--- config.mk ---
export PLATFORM = sky130hd
export DESIGN_NAME = rf_write_arbiter_flat
export DESIGN_NICKNAME = d
export VERILOG_FILES = /design/src/rtl/rf_write_arbiter_if.sv /design/src/rtl/rf_write_arbiter.sv /design/src/flat_wrapper.sv
export SDC_FILE = /design/constraint.sdc
export NUM_CORES = 1
export LEC_CHECK = 0
export CAP_MARGIN = 20
export CORE_MARGIN = 2
export CORE_UTILIZATION = 30
export CTS_CLUSTER_DIAMETER = 200
export DETAILED_ROUTE_END_ITERATION = 8
export PLACE_DENSITY = 0.59
export SLEW_MARGIN = 20
export SYNTH_ARGS = -nofsm -noshare
export SYNTH_HDL_FRONTEND = slang
export SYNTH_SLANG_ARGS = --single-unit
--- constraint.sdc ---
create_clock -name clk -period 3.5 [get_ports clk]
set_input_delay 0.525 -clock clk [delete_from_list [all_inputs] [get_ports clk]]
set_output_delay 0.525 -clock clk [all_outputs]
set_load 0.01 [all_outputs]
--- src/rtl/rf_write_arbiter_if.sv ---
// rf_write_arbiter_if: requester handshake and register-file write bus; master = requesters/register_file side, slave = arbiter
interface rf_write_arbiter_if #(
  parameter int nreq = 3,
  parameter int reg_width = 32,
  parameter int addr_width = 5
);
  logic [nreq-1:0] req_valid;
  logic [nreq*addr_width-1:0] req_addr;
  logic [nreq*reg_width-1:0] req_data;
  logic [nreq-1:0] req_ready;
  logic write_en;
  logic [addr_width-1:0] addr_rd;
  logic [reg_width-1:0] rd;
  logic init_done;
  modport master (
    output req_valid, req_addr, req_data,
    input req_ready, write_en, addr_rd, rd, init_done
  );
  modport slave (
    input req_valid, req_addr, req_data,
    output req_ready, write_en, addr_rd, rd, init_done
  );
endinterface

--- src/rtl/rf_write_arbiter.sv ---
// rf_write_arbiter: clears x1..x(nregs-1) after reset, then round-robin arbitrates nreq writeback requesters onto the register-file write port; ports clk, rst (async high), bus (req_valid/addr/data in, req_ready/write_en/addr_rd/rd/init_done out)
module rf_write_arbiter #(
  parameter int nregs = 32,
  parameter int nreq = 3,
  parameter int reg_width = 32,
  parameter int addr_width = 5
) (
  input logic clk,
  input logic rst,
  rf_write_arbiter_if.slave bus
);
  localparam int pw = nreq > 1 ? $clog2(nreq) : 1;
  typedef enum logic {INIT, RUN} state_t;
  state_t state;
  logic [addr_width-1:0] cnt;
  logic [pw-1:0] ptr, gidx, idx;
  logic [nreq-1:0] grant;
  logic found;
  logic [addr_width-1:0] gaddr;
  logic [reg_width-1:0] gdata;
  always_comb begin
    grant = '0;
    gidx = '0;
    idx = '0;
    found = 1'b0;
    for (int k = 0; k < nreq; k++) begin
      idx = pw'((int'(ptr) + k) % nreq);
      if (!found && bus.req_valid[idx]) begin
        found = 1'b1;
        grant[idx] = 1'b1;
        gidx = idx;
      end
    end
  end
  always_comb begin
    gaddr = '0;
    gdata = '0;
    for (int k = 0; k < nreq; k++) begin
      if (grant[k]) begin
        gaddr = bus.req_addr[k*addr_width +: addr_width];
        gdata = bus.req_data[k*reg_width +: reg_width];
      end
    end
  end
  assign bus.req_ready = (state == RUN) ? grant : '0;
  always_ff @(posedge clk or posedge rst) begin
    if (rst) begin
      state <= INIT;
      cnt <= addr_width'(1);
      ptr <= '0;
      bus.write_en <= 1'b0;
      bus.addr_rd <= '0;
      bus.rd <= '0;
      bus.init_done <= 1'b0;
    end else if (state == INIT) begin
      bus.write_en <= 1'b1;
      bus.addr_rd <= cnt;
      bus.rd <= '0;
      cnt <= cnt + 1'b1;
      if (cnt == addr_width'(nregs - 1)) begin
        state <= RUN;
        bus.init_done <= 1'b1;
      end
    end else begin
      // x0 requests complete the handshake but never reach the register file
      bus.write_en <= found && (gaddr != '0);
      if (found) ptr <= (int'(gidx) == nreq - 1) ? '0 : gidx + 1'b1;
      if (found && gaddr != '0) begin
        bus.addr_rd <= gaddr;
        bus.rd <= gdata;
      end
    end
  end
endmodule

--- src/flat_wrapper.sv ---
// flat-port wrapper written by rule: the top's interface ports become plain ports
module rf_write_arbiter_flat 
#(
  parameter int nregs = 32,
  parameter int nreq = 3,
  parameter int reg_width = 32,
  parameter int addr_width = 5
)
  (clk, rst, bus_req_valid, bus_req_addr, bus_req_data, bus_req_ready, bus_write_en, bus_addr_rd, bus_rd, bus_init_done);
  rf_write_arbiter_if #(.nreq(nreq), .reg_width(reg_width), .addr_width(addr_width)) bus_i ();
  input logic clk;
  input logic rst;
  input wire logic [$bits(bus_i.req_valid)-1:0] bus_req_valid;
  input wire logic [$bits(bus_i.req_addr)-1:0] bus_req_addr;
  input wire logic [$bits(bus_i.req_data)-1:0] bus_req_data;
  output wire logic [$bits(bus_i.req_ready)-1:0] bus_req_ready;
  output wire logic [$bits(bus_i.write_en)-1:0] bus_write_en;
  output wire logic [$bits(bus_i.addr_rd)-1:0] bus_addr_rd;
  output wire logic [$bits(bus_i.rd)-1:0] bus_rd;
  output wire logic [$bits(bus_i.init_done)-1:0] bus_init_done;
  assign bus_i.req_valid = bus_req_valid;
  assign bus_i.req_addr = bus_req_addr;
  assign bus_i.req_data = bus_req_data;
  assign bus_req_ready = bus_i.req_ready;
  assign bus_write_en = bus_i.write_en;
  assign bus_addr_rd = bus_i.addr_rd;
  assign bus_rd = bus_i.rd;
  assign bus_init_done = bus_i.init_done;
  rf_write_arbiter #(.nregs(nregs), .nreq(nreq), .reg_width(reg_width), .addr_width(addr_width)) u_core (.clk(clk), .rst(rst), .bus(bus_i));
endmodule
==> run metrics <==
outcome=finished clean; CTS root buf=clkbuf_8; Post-Route WL=11200 microns; Net Sw Frac=48.5%; setup_tns=0 ns; Power Density=1140 nW/um^2; die area=11600 sq um; worst path cell trace=clkdlybuf4s50_1, nor4bb_1, a311o_1, a32oi_1, a21oi_4, and2_1, clkdlybuf4s50_1; Detail Route Antenna Nets=0; Worst Tran Pin Value=0.831 ns; CP max-delay cell=clkdlybuf4s50_1; design area=5090 sq um; async set-reset flop share out of synthesis=100%; total CTS buffers=5; RSZ-0062 raised after global routing=false; Largest delay share family, worst path=buffers and inverters; Mapped Nets=517; initial antenna violation count=0; Fillers=1021; Synth Instances=395; Horiz. Die Dim=108 microns; TritonCTS clock tree=done; worst vdd rail ir drop=557 uV; DP Area=4950 sq um; PortBufs=157; Final Max Slew Viols=0; Pleak=2.02 nW; Wirelength per Cell=16.6 microns; worst hold path stage count=1; # Max-Cap Violations=0; I/O pins=158; Synth Area per Inst=8.16 sq um; CP Launch Type=input port; Clk pin slew, worst setup/hold paths=0.09 ns; Clock Sinks=47; share of cells above drive strength 1=8.72%; Syn-to-layout area delta=58.1%; clock network power share=7.5%; RR Startpoint=u_core.ptr[1]$_DFFE_PP0P_; largest net degree at the start of global routing=48; Die H=108 microns; Overflow after GRT=0; CP required=2.97 ns; Gate power share=76.1%; Slew headroom=44.5%; RePlAce Congestion=0.848; Initial Util=31.1%; most used cell, CP=clkdlybuf4s50_1; register area share after synthesis=36.5%; Switch Pwr=2.83 mW; Synth top area share=35.7%; Worst-Skew Late Latency=0.30 ns; GRT Overall Usage=19.2%; most frequent cells in the layout=157 x clkdlybuf4s50_1, 45 x dfrtp_1, 41 x nand2_1; Worst Path Arrival=2.81 ns; Crit. End Element=output port; Synth area leader=dfrtp_1; number of synthesized flops with an enable pin=0; Worst R2R Setup Slack=0.40 ns; PnR worst setup slack=0.167 ns; Synth cell types=51; vias post-DR=3558; first-pass GRT wire length=17800 microns; critical path type=input port to output port; synthesis-stage register bit count=47; commonest non-fill, non-tap cell in the layout=clkdlybuf4s50_1; Reg2Reg Depth=11; DR vias/cell=5.27; # nets final=660; drt drc=0; fmax=300 MHz; Buf/Inv on CP=2; Final Hold Vio Count=0; Post-Synthesis Cell Area=3220 sq um; Final HPWL DP=8270 microns; period utilization=95.2%; min cycle time layout=3.33 ns; Core ar.=10400 sq um; # diodes=0; Largest stage delay, worst path=0.55 ns; clock buffer depth=2; Cell Rows=37; start point of the worst hold path=u_core.bus.init_done$_DFFE_PP0P_; Seq pwr share=16.4%; final clock skew=0.00342 ns; number of global-route vias before repair=3614; top_reg_cell synth=dfrtp_1; top post-synthesis cells by area=dfrtp_1 36%, o211ai_1 7.7%, a21oi_1 6.5%; critical-path maximum fanout=7; Max H-tree Level=2; P_int=3.00 mW; Pre-antenna DRT Iters=4; DRT iter0 DRCs=137; Ys Warns=0; worst slack at placement=0.141 ns; worst hold endpoint=u_core.bus.init_done$_DFFE_PP0P_; worst hold-check path type=flip-flop to flip-flop; Setup violations, final=0; Critical R2R Capture=u_core.bus.rd[29]$_DFFE_PP0P_
## synth_stat cells (4+ instances only)
master,count
nand2_1,41
buf_1,4
nand3_1,36
o211ai_1,33
o21ai_0,7
nor2b_1,4
buf_4,5
a21oi_1,42
o21ai_1,32
ha_1,6
buf_2,5
buf_6,5
nand4_1,33
clkbuf_1,22
inv_1,4
nor2_1,17
a211oi_1,6
dfrtp_1,46
## through the flow
stage | utilization [%] | power (mW) | hold slack, ns | std cells
2_1_floorplan | - | 3.96 | 0.460 | 395
3_3_place_gp | 47.7 | 5.33 | 0.470 | 667
3_5_place_dp | 47.7 | 5.42 | 0.477 | 667
4_1_cts | 48.9 | 5.88 | 0.498 | 675
5_1_grt | 49.1 | 6.37 | 0.517 | 675
6_report | 49.1 | 5.83 | 0.498 | 675
## worst max-delay path by stage
| stage | slack, ns | end | depth (start not counted) | from |
|---|---|---|---|---|
| after floorplan | 0.68 | bus_req_ready[1] | 10 | u_core.ptr[0]$_DFFE_PP0P_ |
| after global placement | 0.17 | u_core.bus.rd[6]$_DFFE_PP0P_ | 10 | bus_req_valid[1] |
| after detailed placement | 0.14 | u_core.bus.rd[11]$_DFFE_PP0P_ | 10 | bus_req_valid[1] |
| after CTS | 0.06 | bus_req_ready[0] | 8 | u_core.ptr[1]$_DFFE_PP0P_ |
| after global routing | 0.02 | bus_req_ready[0] | 8 | u_core.ptr[0]$_DFFE_PP0P_ |
| final | 0.17 | bus_req_ready[0] | 7 | bus_req_valid[2] |
## per-layer routing
layer	GRT usage, %	share of wire, %
met5	0	0
met4	5.86	1.5
met3	4.42	7.1
met2	33.8	48
met1	23.3	43
## worst reg2reg max path, delay by kind of cell (launching register included)
family                     cells  cell delay, ns
AOI/OAI and AO/OA              5            1.30
buffers and inverters          2            0.41
DFF                            1            0.42
adders and majority gates      1            0.23
muxes                          1            0.25
and+or+nand+nor                2            0.44
## power groups by stage
| stage | combinational [mW] | sequential, mW | clock (mW) |
|---|---|---|---|
| floorplan | 2.92 | 1.04 | 0 |
| global placement | 4.37 | 0.962 | 0 |
| detailed placement | 4.46 | 0.965 | 0 |
| CTS | 4.48 | 0.955 | 0.447 |
| global route | 4.92 | 0.987 | 0.471 |
| finish | 4.43 | 0.955 | 0.437 |
## state kept, by name, summed over array words and instances, names as in the netlist
signal	flops
u_core.bus.addr_rd	5
u_core.bus.rd	32
u_core.cnt	5
u_core.bus.write_en	1
u_core.bus.init_done	1
u_core.ptr	2
u_core.state	1
## final cells by class
| cell class | instances | area (sq um) | area share (%) |
|---|---|---|---|
| clock buffers | 6 | 82.6 | 1.62 |
| clock inverters | 2 | 38.8 | 0.761 |
| inverters | 4 | 16.3 | 0.319 |
| multi-input cells | 303 | 1860 | 36.5 |
| flip-flops and latches | 47 | 1180 | 23.1 |
| well taps | 136 | 170 | 3.34 |
| repair buffers | 177 | 1750 | 34.3 |
## cells by family (layout without fill, tap and decap cells)
logic type / count (synthesis) / in the layout / synth area share (%)
mux: 5 / 5 / 1.75
compound gates: 142 / 142 / 28.4
simple gates: 147 / 147 / 23.0
flops: 47 / 47 / 36.5
buf+inv: 45 / 189 / 7.18
fa+ha+maj: 6 / 6 / 2.33
xor+xnor: 3 / 3 / 0.816
## timing repair
item,4_1_cts,5_1_grt
resized for setup,1,3
endpoints found under the setup margin,1,1
pin swaps,0,1
buffers inserted,0,0
hold buffers,0,0
Note: power is estimated with default switching activity, not from simulation.
